**src/rtl/cordic_iter_ctrl.sv**
```systemverilog
// Purpose : iteration sequencer for the single-step cordic stage (operand latch, x/y/z/d loop, arctan ROM, result hold).
// Latency : start accepted at edge k -> o_done visible after edge k+p_ITERATIONS (sampled high at edge k+p_ITERATIONS+1).
// Backpr. : o_ready gates i_start; i_start and operands are ignored while o_busy is high.
// Ports   : i_clk/i_rstn (sync, active low); i_start/i_mode/i_x/i_y/i_z operand request;
//           o_ready/o_busy/o_done status; o_x/o_y/o_z held results;
//           o_xprev/o_yprev/o_zprev/o_dprev/o_mode/o_lut/o_shift_amnt feed the stage,
//           i_xnext/i_ynext/i_znext/i_dnext come back from it.
module cordic_iter_ctrl #(
    parameter int p_WIDTH      = 32,
    parameter int p_ITERATIONS = 10
) (
    input  logic               i_clk,
    input  logic               i_rstn,
    input  logic               i_start,
    input  logic               i_mode,
    input  logic [p_WIDTH-1:0] i_x,
    input  logic [p_WIDTH-1:0] i_y,
    input  logic [p_WIDTH-1:0] i_z,
    output logic               o_ready,
    output logic               o_busy,
    output logic               o_done,
    output logic [p_WIDTH-1:0] o_x,
    output logic [p_WIDTH-1:0] o_y,
    output logic [p_WIDTH-1:0] o_z,
    output logic [p_WIDTH-1:0] o_xprev,
    output logic [p_WIDTH-1:0] o_yprev,
    output logic [p_WIDTH-1:0] o_zprev,
    output logic               o_dprev,
    output logic               o_mode,
    output logic [p_WIDTH-1:0] o_lut,
    output logic [4:0]         o_shift_amnt,
    input  logic [p_WIDTH-1:0] i_xnext,
    input  logic [p_WIDTH-1:0] i_ynext,
    input  logic [p_WIDTH-1:0] i_znext,
    input  logic               i_dnext
);

    localparam logic [4:0] LP_LAST = 5'(p_ITERATIONS - 1);

    typedef enum logic [1:0] {
        S_IDLE = 2'd0,
        S_RUN  = 2'd1,
        S_DONE = 2'd2
    } state_t;

    state_t             r_state;
    logic [p_WIDTH-1:0] r_x, r_y, r_z;
    logic [p_WIDTH-1:0] r_xout, r_yout, r_zout;
    logic               r_d, r_mode;
    logic [4:0]         r_shift;
    logic               r_ready, r_busy, r_done;
    logic [31:0]        w_rom;

    // r_ready mirrors "state is IDLE or DONE", so it doubles as the accept qualifier.
    always_ff @(posedge i_clk) begin
        if (!i_rstn) begin
            r_state <= S_IDLE;
            r_x     <= '0;
            r_y     <= '0;
            r_z     <= '0;
            r_xout  <= '0;
            r_yout  <= '0;
            r_zout  <= '0;
            r_d     <= 1'b1;
            r_mode  <= 1'b0;
            r_shift <= '0;
            r_ready <= 1'b1;
            r_busy  <= 1'b0;
            r_done  <= 1'b0;
        end else begin
            r_done <= 1'b0;
            case (r_state)
                S_IDLE, S_DONE: begin
                    if (i_start) begin
                        r_x     <= i_x;
                        r_y     <= i_y;
                        r_z     <= i_z;
                        r_mode  <= i_mode;
                        // First rotation direction follows the sign of the requested angle.
                        r_d     <= ~i_z[p_WIDTH-1];
                        r_shift <= '0;
                        r_state <= S_RUN;
                        r_ready <= 1'b0;
                        r_busy  <= 1'b1;
                    end else begin
                        r_state <= S_IDLE;
                        r_ready <= 1'b1;
                        r_busy  <= 1'b0;
                    end
                end
                S_RUN: begin
                    r_x <= i_xnext;
                    r_y <= i_ynext;
                    r_z <= i_znext;
                    r_d <= i_dnext;
                    if (r_shift == LP_LAST) begin
                        r_xout  <= i_xnext;
                        r_yout  <= i_ynext;
                        r_zout  <= i_znext;
                        r_state <= S_DONE;
                        r_done  <= 1'b1;
                        r_ready <= 1'b1;
                        r_busy  <= 1'b0;
                    end else begin
                        r_shift <= r_shift + 5'd1;
                    end
                end
                default: begin
                    r_state <= S_IDLE;
                    r_ready <= 1'b1;
                    r_busy  <= 1'b0;
                end
            endcase
        end
    end

    // atan(2^-i) scaled so that 2^31 represents pi.
    always_comb begin
        w_rom = 32'h0000_0000;
        case (r_shift)
            5'd0:  w_rom = 32'h2000_0000;
            5'd1:  w_rom = 32'h12E4_051D;
            5'd2:  w_rom = 32'h09FB_385B;
            5'd3:  w_rom = 32'h0511_11D4;
            5'd4:  w_rom = 32'h028B_0D43;
            5'd5:  w_rom = 32'h0145_D7E1;
            5'd6:  w_rom = 32'h00A2_F61E;
            5'd7:  w_rom = 32'h0051_7C55;
            5'd8:  w_rom = 32'h0028_BE53;
            5'd9:  w_rom = 32'h0014_5F2E;
            5'd10: w_rom = 32'h000A_2F98;
            5'd11: w_rom = 32'h0005_17CC;
            5'd12: w_rom = 32'h0002_8BE6;
            5'd13: w_rom = 32'h0001_45F3;
            5'd14: w_rom = 32'h0000_A2FA;
            5'd15: w_rom = 32'h0000_517D;
            5'd16: w_rom = 32'h0000_28BE;
            5'd17: w_rom = 32'h0000_145F;
            5'd18: w_rom = 32'h0000_0A30;
            5'd19: w_rom = 32'h0000_0518;
            5'd20: w_rom = 32'h0000_028C;
            5'd21: w_rom = 32'h0000_0146;
            5'd22: w_rom = 32'h0000_00A3;
            5'd23: w_rom = 32'h0000_0051;
            5'd24: w_rom = 32'h0000_0029;
            5'd25: w_rom = 32'h0000_0014;
            5'd26: w_rom = 32'h0000_000A;
            5'd27: w_rom = 32'h0000_0005;
            5'd28: w_rom = 32'h0000_0003;
            5'd29: w_rom = 32'h0000_0001;
            5'd30: w_rom = 32'h0000_0001;
            5'd31: w_rom = 32'h0000_0000;
            default: w_rom = 32'h0000_0000;
        endcase
    end

    // Narrower datapaths keep the most significant ROM bits; wider ones zero-extend below.
    generate
        if (p_WIDTH <= 32) begin : g_lut_trunc
            assign o_lut = w_rom[31 -: p_WIDTH];
        end else begin : g_lut_pad
            assign o_lut = {w_rom, {(p_WIDTH - 32){1'b0}}};
        end
    endgenerate

    assign o_ready      = r_ready;
    assign o_busy       = r_busy;
    assign o_done       = r_done;
    assign o_x          = r_xout;
    assign o_y          = r_yout;
    assign o_z          = r_zout;
    assign o_xprev      = r_x;
    assign o_yprev      = r_y;
    assign o_zprev      = r_z;
    assign o_dprev      = r_d;
    assign o_mode       = r_mode;
    assign o_shift_amnt = r_shift;

endmodule
```
**config.mk**
```make
export PLATFORM = sky130hd
export DESIGN_NAME = cordic_iter_ctrl
export DESIGN_NICKNAME = d
export VERILOG_FILES = /design/src/rtl/cordic_iter_ctrl.sv
export SDC_FILE = /design/constraint.sdc
export NUM_CORES = 1
export LEC_CHECK = 0
export CAP_MARGIN = 10
export CORE_AREA = 8 8 163 165
export CTS_CLUSTER_DIAMETER = 40
export DETAILED_ROUTE_END_ITERATION = 8
export DIE_AREA = 0 0 171 173
export GPL_TIMING_DRIVEN = 0
export MAX_ROUTING_LAYER = met4
export PLACE_DENSITY = 0.85
export REMOVE_ABC_BUFFERS = 1
export SLEW_MARGIN = 30
export SYNTH_ARGS = -nofsm -noshare
export SYNTH_HDL_FRONTEND = slang
export SYNTH_SLANG_ARGS = --single-unit
```
**constraint.sdc**
```tcl
create_clock -name i_clk -period 3.2 [get_ports i_clk]
set_input_delay 0.64 -clock i_clk [delete_from_list [all_inputs] [get_ports i_clk]]
set_output_delay 0.64 -clock i_clk [all_outputs]
set_load 0.03 [all_outputs]
```
Yosys cells after proc, flatten, opt, wreduce, memory -nomap -nowiden --
Memories as Yosys holds them, arrays and structs flattened. A register that Yosys moved wholly into a read port is not among the register bits. Index checks and enable logic that the tools add are counted.
Word-level totals: bits of input ports 197, output and inout bits 234, register bits after elaboration 204, memory bits (read-only) 960, word-level logic and storage cells 53, memories 1
Operators by class: bitwise gates (word level) 1, add/subtract/negate cells 1, reductions and logical operators 8, eq/ne operators 6, multiplexer cells 23
Memory list:
- (no name shown) | words 32, bits a word 30, rd ports 1, clocked after Yosys merged registers in 1, wr ports 0, line 120 | case (r_shift)
Operators by type and width (count):
- $pmux W32 S2 | 3
- $mux W32 | 3
- $mux W5 | 4
- $pmux W5 S2 | 1
- $reduce_and A2 Y1 | 4
- $mux W1 | 7
- $ne A2 B2 Y1 const B | 3
- $pmux W1 S2 | 3
- $add A5 B1 Y5 const B | 1
- $eq A5 B4 Y1 const B | 1
- $pmux W2 S2 | 1
- $reduce_and A3 Y1 | 1
- $eq A2 B1 Y1 const B | 1
- $eq A2 B2 Y1 const B | 1
- $logic_not A2 Y1 | 1
- $mux W2 | 1
- $reduce_bool A2 Y1 | 1
- $reduce_or A2 Y1 | 1
- $not A1 Y1 | 1

Logic depth before layout (Yosys ltp) --
depth in word-level cells 6, gate-level depth with buffers 12

Least setup slack after synthesis --
Ideal clock, no wire load.
path kind reg-to-reg, from reg r_shift[0], in the netlist o_shift_amnt[0], to reg, netlist name o_lut[2], clock period less this slack 2650 ps, cell stages (with the launch flop) 10, buffers on the path 1, arrival time 2528 ps, path slack 550 ps, required time 3078 ps, cells stage by stage dfxtp_1 > ha_1 > nand3b_4 > o21a_4 > mux2_4 > ha_1 > clkbuf_1 > nand2b_1 > a21oi_1 > a311o_1
Between the ends: word-level cells in the longest chain between the ends 5
RTL lines:
- from (decl) | line 50 | logic [4:0] r_shift;
- from (signal assigned) | line 105 | r_shift <= r_shift + 5'd1;
- $add A5 B1 Y5 / $eq A5 B4 Y1 (equally long branches) | line 105, 96
- $mux W5 / $ne A2 B2 Y1 (equally long branches)
- $pmux W5 S2 / $reduce_and A3 Y1 (equally long branches)
- $mux W5 (no source line) (*) (2 in a row)
Every way passes the cells marked *; elsewhere a longest branch is shown, timed or not. The select of a mux whose other input is x is not followed. A chain may end at the register's enable or synchronous reset.

Worst setup path in the final report --
from in i_start, to reg, netlist name o_lut[8]
Between the ends: word-level cells in the longest chain between the ends 4
RTL lines:
- from (decl) | line 14 | input logic i_start,
- $ne A2 B2 Y1 (no source line)
- $reduce_and A3 Y1 (no source line)
- $mux W5 (no source line) (2 in a row)
Every way passes these cells.

==> qor.yml <==
ff2ff_setup_slack_ns: 0.12
start_util: 0.3812
dp_cells: 1800
fin_crit_ns: 3.169
r2r-end: "o_lut[8]"
slew_viol_final: 0
clock_latency_ns: 0.50
p_leak_uw: 0.005498
holdPathStages: 2
finalCritPeriodShare: 0.9903
cellPowerDensity_nw_per_um2: 558.6
fin_util: 0.6218
grt_pass1_wl_um: 57100
synth_area_sq_um: 9134
arrival_ns: 3.51
num_rows: 57
highest_layer: "met4"
cts_buffers: 34
netlist_instances: 1127
finalWorstSetupSlack_ns: 0.03090
vias_per_cell: 5.362
drc_errors: 0
syn_to_final_growth_pct: 63.12
first_iter_violations: 824
ys.warnings.count: 0
crit_path_end_kind: "register"
drt-met1-wl_um: 13750
timing.hold.ws_ns: 0.4509
drive_gt1_frac: 0.05990
clockBufferDepth: 3
crit_fanout: 49
holdPathEnd: "o_z[23]"
wl_um: 37980
post-place-ws_ns: -0.6196
antenna_found_initial: 0
io_pins: 431
routed-wl-met3_um: 3805
min-delay-start: "o_z[23]"
rsz0062_at_grt: "no"
wl_per_cell_um: 20.42
n_antenna_cell: 0
cts_hold_buf: 0
gp_congestion: 0.9277
num-nets-final: 1718
peakVddDrop_v: 0.0003798
cp.required_ns: 3.54
cts_tree: "done"
htree_levels: 2
port-buffer-count: 428
ant_nets: 0
setup.worst_path.start: "i_start"
rr_worst_depth: 8
fin_cells: 1860
ys_ff_latch: 234
status: "completed"
final.setup.tns_ns: 0
grt_overflow_total: 0
drtPass1Iterations: 5
synth-async-reset-ratio: 0
die_w_um: 171
synth_edf_count: 0
fp.coreArea_sq_um: 23960
r2r_start: "o_shift_amnt[1]"
grt_max_degree: 111
clk_pin_slew_ns: 0.06
fin_worst_skew_ns: 0.01626
ys_seq_area_frac: 0.5129
dieArea_sq_um: 29580
dr_wl_met2_um: 18370
route.vias.total: 9973
grt_usage: 0.2485
synthDistinctLibCells: 57
clkSinkCount: 234
synthFlopType: "dfxtp_1"
hold_viol: 0
max_slew_margin: 0.5137
setup_viol_count_final: 0
grt_pass1_vias: 10100
min_path_type: "register to register"
timing.fmax_mhz: 315.5
drv_cap: 0
root_buffer: "clkbuf_16"
worst_pin_slew_ns: 0.7267
avgSynthCellArea_sq_um: 8.104
dieHeight_um: 173
dp_hpwl_um: 26590
worstSetupPathType: "primary input to register"
cp-start-kind: "primary input"
==> stage by stage <==
stage	area (sq um)	total power [uW]
after floorplan	8731	3852
after global placement	13420	4554
after detailed placement	13740	4588
after CTS	14890	8390
after global routing	14900	8608
final	14900	8323
==> how the worst max path moves through the flow <==
| stage | to | slack, ns |
|---|---|---|
| 2_1_floorplan | o_x[0] | -2.65 |
| 3_3_place_gp | o_y[5] | -8.01 |
| 3_5_place_dp | o_lut[12] | -0.62 |
| 4_1_cts | o_lut[4] | 0.14 |
| 5_1_grt | o_lut[8] | 0.03 |
| 6_report | o_lut[8] | 0.03 |
==> state kept, by name, indices dropped and copies added (netlist names), 2 cells and up <==
name,cells
o_shift_amnt,5
o_xprev,32
o_zprev,32
o_x,32
o_z,32
o_y,32
o_lut,30
r_state,2
o_yprev,32
==> cell families (layout without fill, tap and decap cells) <==
family          after synthesis  in the layout  share of synthesized area
other cells                   1              2                  0.0004106
mux                           9              9                    0.01205
compound gates              272            272                     0.1878
flops                       234            234                     0.5129
xor+xnor                      1              1                  0.0009591
simple gates                497            497                     0.2249
fa+ha+maj                     9              9                    0.01233
buf+inv                     104            512                    0.04863
==> critical path: stages <==
cell and delay, ns:
clkdlybuf4s50_1 0.54, nand2b_4 0.10, buf_16 0.20, and3_1 0.25, o21ai_4 0.55, inv_2 0.37
nand2_1 0.20, a21boi_0 0.38, o221ai_1 0.24
==> where the power goes <==
group / internal, uW / total, uW / switching (uW)
registers: 3070 / 3140 / 77.1
clock network: 2380 / 3780 / 1400
logic: 627 / 1400 / 775
==> cell type report <==
cell class / count / area, sq um
inverters: 10 / 45.04
well taps: 324 / 405.4
multi-input cells: 790 / 4064
clock inverters: 18 / 241.5
fillers: 1895 / 9064
repair buffers: 442 / 4548
clock buffers: 42 / 910.9
flip-flops and latches: 234 / 4684
==> repair_timing <==
item | CTS | global route
setup buffers | 0 | 0
endpoints found under the setup margin | 4 | 5
resized for setup | 1 | 3
==> synthesized netlist by cell type, types with 5 or more instances <==
cell	instances	area, sq um
a311oi_1	28	245.2
a21oi_1	116	580.6
nor3_1	75	375.4
buf_2	13	65.06
o21a_1	8	60.06
nand2_1	274	1028
dfxtp_1	234	4684
o21ai_0	12	60.06
mux2i_1	5	50.05
nor2_1	120	450.4
ha_1	9	112.6
a211oi_1	5	37.54
o22ai_1	70	437.9
nand3_1	6	30.03
inv_1	6	22.52
buf_1	14	52.55
clkbuf_1	60	225.2
==> metal layers <==
layer / up-vias / global-route usage
li1: 4664 / -
met1: 4636 / 0.2589
met2: 538 / 0.4167
met3: 135 / 0.07402
met4: 0 / 0.1316
met5: - / -
==> placed cells by master (no fill, tap or decap), drive strengths merged, types with 2 or more instances in the layout <==
master,synthesis,routed
a31oi,3,3
a21o,2,2
inv,10,17
o22ai,70,70
mux2,3,3
and2,4,4
nor3,76,76
clkinvlp,0,3
and3,2,2
bufinv,0,4
o221ai,2,2
nand2,274,274
buf,34,14
a211oi,5,5
nand3b,2,2
o211a,3,3
o211ai,4,4
a21oi,116,116
mux2i,6,6
ha,9,9
clkdlybuf4s50,0,427
a221o,2,2
or3,4,4
dfxtp,234,234
o21a,9,9
clkbuf,60,43
o21ai,15,15
o2111ai,2,2
conb,1,2
a311o,2,2
nand2b,4,4
nor2,120,120
clkinv,0,4
nand3,7,7
a2bb2oi,2,2
a311oi,28,28
Power figures use the tool's default switching activity.
